**src/rtl/vga_cursor_overlay.sv**
```systemverilog
// Hardware mouse cursor: overlays a 16x16, 2-bit-per-pixel bitmap on the dot-clock RGB/sync/DE stream with fixed 2-cycle latency.
// Optional build macro VGA_CURSOR_BLINK_EN adds blink_i and a 32-frame blink cycle.
module vga_cursor_overlay #(
    parameter int XBITS = 11,
    parameter int YBITS = 11
) (
    input  logic             clk_i,
    input  logic             rst_i,
    input  logic             en_i,
`ifdef VGA_CURSOR_BLINK_EN
    input  logic             blink_i,
`endif
    input  logic [XBITS-1:0] pos_x_i,
    input  logic [YBITS-1:0] pos_y_i,
    input  logic [23:0]      col0_i,
    input  logic [23:0]      col1_i,
    input  logic             bmp_we_i,
    input  logic [3:0]       bmp_adr_i,
    input  logic [31:0]      bmp_dat_i,
    input  logic             hsync_i,
    input  logic             vsync_i,
    input  logic             de_i,
    input  logic [7:0]       r_i,
    input  logic [7:0]       g_i,
    input  logic [7:0]       b_i,
    output logic             hsync_o,
    output logic             vsync_o,
    output logic             de_o,
    output logic [7:0]       r_o,
    output logic [7:0]       g_o,
    output logic [7:0]       b_o
);

    logic [31:0]      bmp_mem_q [16];

    logic             vsync_q;
    logic             de_prev_q;
    logic             en_q;
    logic [XBITS-1:0] pos_x_q;
    logic [YBITS-1:0] pos_y_q;
    logic [XBITS-1:0] x_cnt_q, x_cnt_d;
    logic [YBITS-1:0] y_cnt_q, y_cnt_d;

    logic             s1_hit_q, s1_hit_d;
    logic [3:0]       s1_dx_q;
    logic [3:0]       s1_dy_q;
    logic [23:0]      s1_rgb_q;
    logic             s1_hs_q, s1_vs_q, s1_de_q;

    logic             hsync_q, vsync_q2, de_q;
    logic [23:0]      rgb_q, rgb_d;

    logic             frame_start_s;
    logic             de_fall_s;
    logic [XBITS-1:0] dx_full_s;
    logic [YBITS-1:0] dy_full_s;
    logic             in_x_s, in_y_s;
    logic             blink_ok_s;
    logic [31:0]      row_s;
    logic [1:0]       code_s;

    // Bitmap storage: plain synchronous write, deliberately not reset.
    always_ff @(posedge clk_i) begin
        if (bmp_we_i) begin
            bmp_mem_q[bmp_adr_i] <= bmp_dat_i;
        end
    end

    // Frame-start/line-end detection, saturating counters and hit window.
    always_comb begin
        frame_start_s = vsync_i & ~vsync_q;
        de_fall_s     = de_prev_q & ~de_i;

        x_cnt_d = {XBITS{1'b0}};
        if (de_i) begin
            if (x_cnt_q == {XBITS{1'b1}}) begin
                x_cnt_d = x_cnt_q;
            end else begin
                x_cnt_d = x_cnt_q + {{(XBITS-1){1'b0}}, 1'b1};
            end
        end else begin
            x_cnt_d = {XBITS{1'b0}};
        end

        y_cnt_d = y_cnt_q;
        if (frame_start_s) begin
            y_cnt_d = {YBITS{1'b0}};
        end else if (de_fall_s && (y_cnt_q != {YBITS{1'b1}})) begin
            y_cnt_d = y_cnt_q + {{(YBITS-1){1'b0}}, 1'b1};
        end else begin
            y_cnt_d = y_cnt_q;
        end

        // Unsigned difference; upper bits zero means within 16 of the origin, so no wrap.
        dx_full_s = x_cnt_q - pos_x_q;
        dy_full_s = y_cnt_q - pos_y_q;
        in_x_s    = (x_cnt_q >= pos_x_q) && (dx_full_s[XBITS-1:4] == {(XBITS-4){1'b0}});
        in_y_s    = (y_cnt_q >= pos_y_q) && (dy_full_s[YBITS-1:4] == {(YBITS-4){1'b0}});
        s1_hit_d  = en_q & de_i & in_x_s & in_y_s & blink_ok_s;
    end

    // Shadowed configuration and pixel/line counters.
    always_ff @(posedge clk_i or posedge rst_i) begin
        if (rst_i) begin
            vsync_q   <= 1'b0;
            de_prev_q <= 1'b0;
            en_q      <= 1'b0;
            pos_x_q   <= {XBITS{1'b0}};
            pos_y_q   <= {YBITS{1'b0}};
            x_cnt_q   <= {XBITS{1'b0}};
            y_cnt_q   <= {YBITS{1'b0}};
        end else begin
            vsync_q   <= vsync_i;
            de_prev_q <= de_i;
            x_cnt_q   <= x_cnt_d;
            y_cnt_q   <= y_cnt_d;
            if (frame_start_s) begin
                en_q    <= en_i;
                pos_x_q <= pos_x_i;
                pos_y_q <= pos_y_i;
            end
        end
    end

`ifdef VGA_CURSOR_BLINK_EN
    logic       blink_q;
    logic       vis_q;
    logic [4:0] frame_cnt_q;

    // Blink state: visibility follows the frame counter MSB, updated once per frame.
    always_ff @(posedge clk_i or posedge rst_i) begin
        if (rst_i) begin
            blink_q     <= 1'b0;
            vis_q       <= 1'b0;
            frame_cnt_q <= 5'd0;
        end else if (frame_start_s) begin
            blink_q     <= blink_i;
            vis_q       <= frame_cnt_q[4];
            frame_cnt_q <= frame_cnt_q + 5'd1;
        end
    end

    assign blink_ok_s = ~blink_q | vis_q;
`else
    assign blink_ok_s = 1'b1;
`endif

    // Stage 1: hit decision, bitmap coordinates and delayed stream.
    always_ff @(posedge clk_i or posedge rst_i) begin
        if (rst_i) begin
            s1_hit_q <= 1'b0;
            s1_dx_q  <= 4'd0;
            s1_dy_q  <= 4'd0;
            s1_rgb_q <= 24'd0;
            s1_hs_q  <= 1'b0;
            s1_vs_q  <= 1'b0;
            s1_de_q  <= 1'b0;
        end else begin
            s1_hit_q <= s1_hit_d;
            s1_dx_q  <= dx_full_s[3:0];
            s1_dy_q  <= dy_full_s[3:0];
            s1_rgb_q <= {r_i, g_i, b_i};
            s1_hs_q  <= hsync_i;
            s1_vs_q  <= vsync_i;
            s1_de_q  <= de_i;
        end
    end

    // Stage 2 colour select; a same-cycle bitmap write is not yet visible here.
    always_comb begin
        row_s  = bmp_mem_q[s1_dy_q];
        code_s = row_s[{s1_dx_q, 1'b0} +: 2];
        rgb_d  = s1_rgb_q;
        if (s1_hit_q) begin
            case (code_s)
                2'b00:   rgb_d = s1_rgb_q;
                2'b01:   rgb_d = col0_i;
                2'b10:   rgb_d = col1_i;
                2'b11:   rgb_d = ~s1_rgb_q;
                default: rgb_d = s1_rgb_q;
            endcase
        end else begin
            rgb_d = s1_rgb_q;
        end
    end

    // Stage 2 output registers.
    always_ff @(posedge clk_i or posedge rst_i) begin
        if (rst_i) begin
            hsync_q  <= 1'b0;
            vsync_q2 <= 1'b0;
            de_q     <= 1'b0;
            rgb_q    <= 24'd0;
        end else begin
            hsync_q  <= s1_hs_q;
            vsync_q2 <= s1_vs_q;
            de_q     <= s1_de_q;
            rgb_q    <= rgb_d;
        end
    end

    assign hsync_o = hsync_q;
    assign vsync_o = vsync_q2;
    assign de_o    = de_q;
    assign r_o     = rgb_q[23:16];
    assign g_o     = rgb_q[15:8];
    assign b_o     = rgb_q[7:0];

endmodule

```
**config.mk**
```make
export PLATFORM = sky130hd
export DESIGN_NAME = vga_cursor_overlay
export DESIGN_NICKNAME = d
export VERILOG_FILES = /design/src/rtl/vga_cursor_overlay.sv
export SDC_FILE = /design/constraint.sdc
export NUM_CORES = 1
export LEC_CHECK = 0
export CAP_MARGIN = 25
export CORE_ASPECT_RATIO = 1.2
export CORE_UTILIZATION = 40
export DETAILED_ROUTE_END_ITERATION = 8
export SYNTH_ARGS = -nofsm -noshare
export SYNTH_HDL_FRONTEND = slang
export SYNTH_SLANG_ARGS = --single-unit
export TNS_END_PERCENT = 1
```
**constraint.sdc**
```tcl
create_clock -name clk_i -period 6.8 [get_ports clk_i]
set_input_delay 1.36 -clock clk_i [delete_from_list [all_inputs] [get_ports clk_i]]
set_output_delay 1.36 -clock clk_i [all_outputs]
set_load 0.02 [all_outputs]
```
==> flow_summary.json, run 1 <==
{
  "synth-edff-count": 512,
  "worst_pin_slew_ns": 1.01,
  "drt-wirelength-per-cell_um": 23.9,
  "io_buffers": 163,
  "overflow": 0,
  "hold_path_class": "flop to flop",
  "rows": 101,
  "grt_pass1_vias": 15300,
  "syn_avg_cell_area_um2": 16.2,
  "peakVddDrop_mv": 0.221,
  "setup_violations": 0,
  "r2r_end": "rgb_q[22]",
  "p_leak_nw": 10.7,
  "multi_input_area_um2": 7150,
  "clockBufferDepth": 3,
  "drive_gt1_share_pct": 13.6,
  "cp_slowest_cell": "dfrtp_4",
  "ys.flop_type": "edfxtp_1",
  "reg2reg_from": "s1_dy_q[0]",
  "clock-skew-final_ns": 0.0253,
  "powerDensity_nw_per_um2": 355,
  "finalCriticalPeriod_ns": 4.68,
  "vias": 14800,
  "max_slew_margin_pct": 32.5,
  "htreeDepth": 2,
  "r2r_cells": 10,
  "clock-sinks": 620,
  "post_cts_resized": 0,
  "ys_warn_count": 0,
  "viasPerCell": 5.56,
  "endpoint": "rgb_q[22]",
  "postCtsSetupRepairBufs": 0,
  "fp.dieH_um": 281,
  "dieArea_um2": 65900,
  "synthToLayoutAreaGrowth_pct": 17.2,
  "ios": 164,
  "synthCells": 1605,
  "crit_chain": "buf_4 -> mux4_2 -> mux4_2 -> nand2_1 -> o21ai_0 -> o31ai_1 -> nor4b_4 -> buf_4 -> a2111o_1 -> nand3_1",
  "ys_ff_latch": 620,
  "crit_required_ns": 7.28,
  "status": "finished clean",
  "grt_pass1_wl_mm": 95.1,
  "cp-end-kind": "flop",
  "worstSetupPathType": "flop to flop",
  "reg2reg_setup_slack_ns": 2.12,
  "cts_hold_buffers": 0,
  "drt-total-wl_mm": 63.5,
  "nets": 1949,
  "grt_usage_pct": 19.4,
  "die_w_um": 235,
  "clock_latency_ns": 0.63,
  "clkTransAtPathRegs_ns": 0.06,
  "synth_cell_types": 77,
  "grt_max_degree": 71,
  "utilization_pct": 47.8,
  "cts_tree": "yes",
  "start_util_pct": 40.7,
  "dr.pass1.iters": 7,
  "synth_area_leaders": "edfxtp_1 (59%), dfrtp_1 (10%), mux4_2 (6.5%)",
  "final_cell_mix": "edfxtp_1 (512), clkdlybuf4s50_1 (163), mux2i_1 (116), dfrtp_1 (104), nand2_1 (97)",
  "start_kind": "flop",
  "first_iter_violations": 1205,
  "syn_nets": 1768,
  "area.sequential_um2": 18100,
  "critical_path_peak_fanout": 48,
  "ys_seq_area_share_pct": 69.7,
  "fill_cells": 5451,
  "rsz0062_at_grt": "false",
  "synth_area_um2": 26000,
  "antenna_found_initial": 2,
  "fmax_mhz": 214,
  "ant_nets": 0,
  "maxCapViolations": 0,
  "synth_top_area_share_pct": 59.2,
  "cp.arrival_ns": 5.16,
  "gp_congestion": 0.843,
  "period_share_pct": 68.8,
  "yosys.area.top_type": "edfxtp_1",
  "startpoint": "s1_dy_q[0]",
  "mostFrequentLayoutCell": "edfxtp_1",
  "dp_hpwl_mm": 37.9,
  "async_reset_ff_share_pct": 17.4,
  "critPathMaxStageDelay_ns": 0.95,
  "core_um2": 63700,
  "finalHoldViolCount": 0,
  "tns_ns": 0,
  "slew_viol_final": 0,
  "drc": 0,
  "cts_made_buffers": 59,
  "cts_root_buf": "clkbuf_16"
}
cells by family (layout without fill, tap and decap cells):
family | after synthesis | count (layout) | synth area share [%]
simple gates | 339 | 339 | 6.38
xor+xnor | 25 | 25 | 0.844
other cells | 0 | 1 | 0
flops | 620 | 620 | 69.7
compound gates | 251 | 251 | 7.07
mux | 201 | 201 | 11.5
fa+ha+maj | 26 | 26 | 1.31
buf+inv | 143 | 374 | 3.27
registers in the layout (all words and copies together), names as in the netlist:
| name | cells |
|---|---|
| s1_hs_q | 1 |
| s1_vs_q | 1 |
| en_q | 1 |
| de_o | 1 |
| s1_rgb_q | 24 |
| bmp_mem_q | 512 |
| pos_y_q | 11 |
| s1_dy_q | 4 |
| pos_x_q | 11 |
| rgb_q | 24 |
| s1_dx_q | 4 |
| s1_hit_q | 1 |
| x_cnt_q | 11 |
| y_cnt_q | 11 |
| s1_de_q | 1 |
| hsync_o | 1 |
| vsync_o | 1 |
critical path, delay by kind of cell (launching register included):
kind	cells	cell delay [ns]
buffers and inverters	2	1.17
muxes	2	1.10
DFF	1	0.95
AOI/OAI and AO/OA	3	0.72
and+or+nand+nor	3	0.44
stage by stage:
step / setup WS [ns] / power (mW) / std cells / hold WS (ns) / instance area (um^2)
after CTS: 1.46 / 10.9 / 2658 / 0.367 / 30400
after floorplan: 2.26 / 6.77 / 1605 / 0.331 / 26000
after global placement: 1.65 / 7.49 / 2547 / 0.335 / 28400
after detailed placement: 1.49 / 7.55 / 2547 / 0.359 / 28400
after global routing: 1.82 / 11.2 / 2660 / 0.369 / 30400
final: 2.12 / 10.8 / 2661 / 0.364 / 30400
cell type report:
| class | instances | area share (%) |
|---|---|---|
| antenna | 1 | 0.00823 |
| clock buffer | 66 | 5.01 |
| clock inverter | 45 | 1.46 |
| inverter | 64 | 0.798 |
| multi-input combinational | 842 | 23.5 |
| sequential | 620 | 59.5 |
| tap | 824 | 3.39 |
| timing repair buffer | 199 | 6.34 |
worst min path at each step:
stage          endpoint  slack, ns     from  depth (start not counted)
4_1_cts         hsync_o       0.37  s1_hs_q                          0
3_5_place_dp    hsync_o       0.36  s1_hs_q                          0
6_report        hsync_o       0.36  s1_hs_q                          0
5_1_grt         hsync_o       0.37  s1_hs_q                          0
3_3_place_gp    hsync_o       0.34  s1_hs_q                          0
2_1_floorplan   hsync_o       0.33  s1_hs_q                          0
where the power goes:
part | switching, mW | leakage, nW | total, mW | internal, mW
Clock | 1.44 | 0.932 | 3.33 | 1.89
Sequential | 0.270 | 5.92 | 4.57 | 4.30
Combinational | 1.67 | 3.82 | 2.92 | 1.25
Total | 3.38 | 10.7 | 10.8 | 7.43
routing by layer:
layer	vias up	GRT usage [%]	wire length, um
met5	-	0	26
met4	4	5.28	1430
met3	94	2.59	2600
met2	333	33.3	33100
met1	7727	25.7	26400
li1	6632	-	-
cell usage after synthesis, types with 11 or more instances:
cell / number
nand3_1: 66
nor3_1: 14
mux4_2: 75
ha_1: 24
buf_4: 18
nand4_1: 11
a22oi_1: 12
nand2_1: 97
a21oi_1: 24
xor2_1: 17
a221oi_1: 12
inv_1: 62
edfxtp_1: 512
clkbuf_1: 17
nor2_1: 73
dfrtp_1: 108
o211ai_1: 30
nand2b_1: 29
a211o_1: 24
mux2i_1: 116
buf_2: 16
o211a_1: 23
o22ai_1: 23
o21ai_0: 41
buf_6: 19
Power figures use the tool's default switching activity.
==> inputs of run 2 (changes only) <==
==> constraint.sdc (replaced) <==
create_clock -name clk_i -period 4.4 [get_ports clk_i]
set_input_delay 0.88 -clock clk_i [delete_from_list [all_inputs] [get_ports clk_i]]
set_output_delay 0.88 -clock clk_i [all_outputs]
set_load 0.02 [all_outputs]
==> run 2 against run 1 <==
Effect of this change: critical path type unchanged; first-iteration DRC count is 1.6% lower; sequential cell count stayed put; clock-buffer cell count rose by 1; maximum frequency rose by 20%; largest cell class unchanged; core utilization increased by 0.44 points.
==> flow_summary.json, run 2 (synthesis gave the netlist of run 1 again) <==
{
  "die_w_um": 235,
  "reg_top3": "bmp_mem_q (512), rgb_q (24), s1_rgb_q (24)",
  "period_share_pct": 88.3,
  "cts_hold_buffers": 0,
  "postCtsSetupRepairBufs": 0,
  "grt_usage_pct": 19.5,
  "clock-skew-final_ns": 0.0255,
  "drt-wirelength-per-cell_um": 23.6,
  "critPathMaxStageDelay_ns": 0.84,
  "largest_reg_flops": 512,
  "p_leak_nw": 10.8,
  "mostFrequentLayoutCell": "edfxtp_1",
  "grt_pass1_vias": 15600,
  "dieArea_um2": 65900,
  "reg2reg_from": "s1_dy_q[0]",
  "tns_ns": 0,
  "io_buffers": 163,
  "cts_tree": "yes",
  "crit_required_ns": 4.89,
  "p_switching_mw": 5.26,
  "ant_nets": 0,
  "ios": 164,
  "cts_root_buf": "clkbuf_16",
  "clock_latency_ns": 0.63,
  "viasPerCell": 5.59,
  "finalHoldViolCount": 0,
  "grt_max_degree": 60,
  "drt-total-wl_mm": 63.6,
  "grt_pass1_wl_mm": 95.5,
  "setup_violations": 0,
  "drc": 0,
  "post_cts_resized": 0,
  "drive_gt1_share_pct": 14.8,
  "utilization_pct": 48.2,
  "fp.dieH_um": 281,
  "worst_pin_slew_ns": 0.784,
  "rows": 101,
  "dr.pass1.iters": 5,
  "seq_power_share_pct": 41.0,
  "clkTransAtPathRegs_ns": 0.06,
  "overflow": 0,
  "cp.arrival_ns": 4.37,
  "max_slew_margin_pct": 47.6,
  "slew_viol_final": 0,
  "final_cell_area_um2": 30700,
  "powerDensity_nw_per_um2": 550,
  "first_iter_violations": 1186,
  "finalCriticalPeriod_ns": 3.89,
  "sw_frac_of_total_pct": 31.2,
  "clockBufferDepth": 3,
  "hold_path_class": "flop to flop",
  "antenna_found_initial": 3,
  "startpoint": "s1_dy_q[0]",
  "maxCapViolations": 0,
  "synthToLayoutAreaGrowth_pct": 18.3,
  "cp_slowest_cell": "or4b_2",
  "crit_chain": "buf_4 -> nor2_1 -> a22oi_1 -> a22oi_1 -> o2111ai_1 -> nor3_1 -> buf_4 -> or4b_2 -> buf_12 -> and3_1 -> a211oi_1 -> nand3_1",
  "cts_made_buffers": 57,
  "start_util_pct": 40.7,
  "htreeDepth": 2,
  "pre_cts_slack_ns": 0.508,
  "gp_congestion": 0.804,
  "rsz0062_at_grt": "false",
  "nets": 1981,
  "hp-start": "s1_hs_q",
  "final_cell_mix": "edfxtp_1 (512), clkdlybuf4s50_1 (163), mux2i_1 (116), dfrtp_1 (104), nand2_1 (97)",
  "p_comb_share_pct": 29.4,
  "dp_hpwl_mm": 40.2,
  "power.internal_mw": 11.6,
  "critical_path_peak_fanout": 27,
  "place_area_um2": 28800,
  "cp-end-kind": "flop",
  "status": "finished clean",
  "core_um2": 63700,
  "clkPwrFrac_pct": 29.6,
  "fmax_mhz": 257,
  "final.setup.worst_slack_ns": 0.513,
  "worstSetupPathType": "flop to flop",
  "vias": 15100,
  "top_register": "bmp_mem_q",
  "peakVddDrop_mv": 0.350,
  "clock-sinks": 620,
  "start_kind": "flop"
}
-- run 2: cell count changes in the layout (fill, tap and decap cells not counted), sizes merged --
cell,delta
inv,-1
buf,+34
diode,+2
clkbuf,+1
clkinvlp,-3
-- run 2: layer usage --
| layer | vias up | routed length (um) | GRT usage [%] |
|---|---|---|---|
| met5 | - | 32 | 0 |
| met4 | 4 | 1820 | 6.20 |
| met1 | 7824 | 25800 | 25.0 |
| li1 | 6707 | - | - |
| met2 | 417 | 32900 | 33.6 |
| met3 | 112 | 2990 | 2.81 |
-- run 2: final timing paths --
kind                         endpoint  slack (ns)  cells after the start
setup / recovery            rgb_q[22]        0.51                     12
min in group asynchronous     hsync_o        0.77                      2
hold / removal                hsync_o        0.36                      0
setup reg to reg            rgb_q[22]        0.51                     12
hold reg to reg               hsync_o        0.36                      0
max in group asynchronous  y_cnt_q[2]        2.76                      3
-- run 2: metrics by stage --
stage | hold slack [ns] | power [mW] | instances
floorplan | 0.331 | 10.5 | 1605
finish | 0.360 | 16.9 | 2694
global route | 0.368 | 17.6 | 2692
detailed placement | 0.342 | 12.0 | 2583
global placement | 0.333 | 11.9 | 2583
CTS | 0.357 | 17.0 | 2691
-- run 2: power by group through the flow --
stage	combinational, mW	sequential [mW]	clock (mW)
after floorplan	3.47	6.98	0
after CTS	5.00	6.91	5.12
after detailed placement	4.98	7.04	0
final	4.97	6.91	5.00
after global routing	5.34	6.94	5.32
after global placement	4.90	7.03	0
-- run 2: worst max-delay path: cells and delay by family (launching register included) --
kind,cells,cell delay [ns]
simple gates,5,1.42
buf+inv,3,0.82
compound gates,4,0.80
flops,1,0.69
-- run 2: cell type report --
type,instances,area [um^2]
inverter,64,243
multi-input combinational,842,7150
fill,5386,33000
antenna,3,7.51
clock buffer,67,1470
clock inverter,41,412
tap,824,1030
timing repair buffer,233,2280
sequential,620,18100
==> inputs of run 3 (changes only) <==
--- a/config.mk
+++ b/config.mk
@@ -7,8 +7,9 @@
 export LEC_CHECK = 0
 export CAP_MARGIN = 25
 export CORE_ASPECT_RATIO = 1.2
-export CORE_UTILIZATION = 40
+export CORE_UTILIZATION = 55
 export DETAILED_ROUTE_END_ITERATION = 8
+export PLACE_DENSITY = 0.84
 export SYNTH_ARGS = -nofsm -noshare
 export SYNTH_HDL_FRONTEND = slang
 export SYNTH_SLANG_ARGS = --single-unit
==> run 3 against run 2 <==
Effect of this change: first-iteration DRC count is 52% higher; register-to-register slack worse by 0.03 ns; highest routed layer is now met4; total power is 0.38% lower; wire length is 0.78% higher; critical path type unchanged; sequential share of layout area is 0.72 points higher; maximum frequency is 0.89% lower; final area is 1.2% lower; sequential cell count stayed put; largest cell class unchanged; non-clock buffer count is 7 lower; final cell count is 8.3% lower.
==> flow_summary.json, run 3 (synthesis gave the netlist of run 1 again) <==
{
  "status": "finished clean",
  "post_cts_resized": 0,
  "ant_nets": 0,
  "mostFrequentLayoutCell": "edfxtp_1",
  "io_buffers": 163,
  "dp_hpwl_mm": 38.2,
  "min_path_cells": 0,
  "antenna-diode-count": 0,
  "drc": 0,
  "vias": 15800,
  "largest_reg_flops": 512,
  "fp.dieH_um": 240,
  "clock_latency_ns": 0.60,
  "start_kind": "flop",
  "grt_usage_pct": 26.5,
  "grt_pass1_vias": 16300,
  "antenna_found_initial": 0,
  "finalCriticalPeriod_ns": 3.92,
  "layoutNonFillerInstCount": 2471,
  "final_cell_mix": "edfxtp_1 (512), clkdlybuf4s50_1 (163), mux2i_1 (116), dfrtp_1 (104), nand2_1 (97)",
  "holdWs_ns": 0.348,
  "utilization_pct": 65.5,
  "drt-total-wl_mm": 64.1,
  "cts_tree": "yes",
  "final.setup.worst_slack_ns": 0.478,
  "dieArea_um2": 48100,
  "clock-sinks": 620,
  "crit_required_ns": 4.86,
  "min_to": "hsync_o",
  "die_w_um": 200,
  "multi_input_area_um2": 7150,
  "cts_hold_buffers": 0,
  "reg2reg_from": "s1_dy_q[0]",
  "peakVddDrop_mv": 0.409,
  "nets": 1972,
  "ios": 164,
  "clkTransAtPathRegs_ns": 0.07,
  "synthToLayoutAreaGrowth_pct": 16.8,
  "worst_pin_slew_ns": 0.890,
  "setup_violations": 0,
  "critical_path_peak_fanout": 48,
  "gp_congestion": 0.860,
  "drive_gt1_share_pct": 14.3,
  "clock-skew-final_ns": 0.0268,
  "finalHoldViolCount": 0,
  "grt_max_degree": 69,
  "hp-start": "s1_hs_q",
  "maxCapViolations": 0,
  "dp_cells": 2367,
  "cp.arrival_ns": 4.38,
  "powerDensity_nw_per_um2": 555,
  "grt_pass1_wl_mm": 95.5,
  "max_slew_margin_pct": 40.6,
  "fill_cells": 3017,
  "power_mw": 16.8,
  "clockBufferDepth": 3,
  "hold_path_class": "flop to flop",
  "postCtsSetupRepairBufs": 0,
  "overflow": 0,
  "final_cell_area_um2": 30300,
  "slew_viol_final": 0,
  "fmax_mhz": 255,
  "period_share_pct": 89.1,
  "start_util_pct": 56.1,
  "r2r_end": "rgb_q[9]",
  "cts_root_buf": "clkbuf_16",
  "area.sequential_um2": 18100,
  "place_area_um2": 28400,
  "drt-wirelength-per-cell_um": 25.9,
  "htreeDepth": 2,
  "tns_ns": 0,
  "top_register": "bmp_mem_q",
  "cp-end-kind": "flop",
  "p_leak_nw": 10.8,
  "rsz0062_at_grt": "false",
  "viasPerCell": 6.38,
  "reg2reg_setup_slack_ns": 0.48,
  "reg_top3": "bmp_mem_q (512), rgb_q (24), s1_rgb_q (24)",
  "rows": 86,
  "dr.pass1.iters": 6,
  "core_um2": 46300,
  "r2r_cells": 10,
  "worstSetupPathType": "flop to flop",
  "first_iter_violations": 1801,
  "cts_made_buffers": 55,
  "pre_cts_slack_ns": 0.580
}
## run 3: worst max-delay path: stages (launching register included)
cell,delay [ns]
dfrtp_4,0.63
buf_12,0.32
buf_4,0.42
mux4_2,0.57
o21a_1,0.19
nor4_1,0.44
o41ai_1,0.20
nor4b_4,0.41
buf_12,0.28
a211o_1,0.15
nand3_1,0.08
## run 3: layout make-up
class	instances	share of cell area [%]
Timing Repair Buffer	226	7.30
Clock buffer	66	4.78
Tap cell	616	2.54
Sequential cell	620	59.6
Clock inverter	37	1.34
Multi-Input combinational cell	842	23.6
Inverter	64	0.800
## run 3: worst max path at each step
| stage | startpoint | to | slack (ns) | depth (start not counted) |
|---|---|---|---|---|
| 2_1_floorplan | bmp_adr_i[2] | bmp_mem_q[0][0] | 0.34 | 2 |
| 3_3_place_gp | s1_dy_q[0] | rgb_q[22] | 0.66 | 10 |
| 3_5_place_dp | s1_dy_q[0] | rgb_q[9] | 0.58 | 10 |
| 4_1_cts | s1_dy_q[0] | rgb_q[2] | 0.51 | 10 |
| 5_1_grt | s1_dy_q[0] | rgb_q[2] | 0.33 | 10 |
| 6_report | s1_dy_q[0] | rgb_q[9] | 0.48 | 10 |
## run 3: report_power, final
part / internal [mW] / switching, mW
sequential: 6.64 / 0.243
combinational: 2.12 / 2.88
clock: 2.83 / 2.10
## run 3: metal layers
metal | track usage [%] | vias to the layer above | share of wire (%)
met5 | 0 | - | 0
met4 | 14.5 | 0 | 5.3
met3 | 4.08 | 236 | 8.1
met2 | 45.7 | 903 | 51
met1 | 32.3 | 7944 | 35
li1 | - | 6672 | -
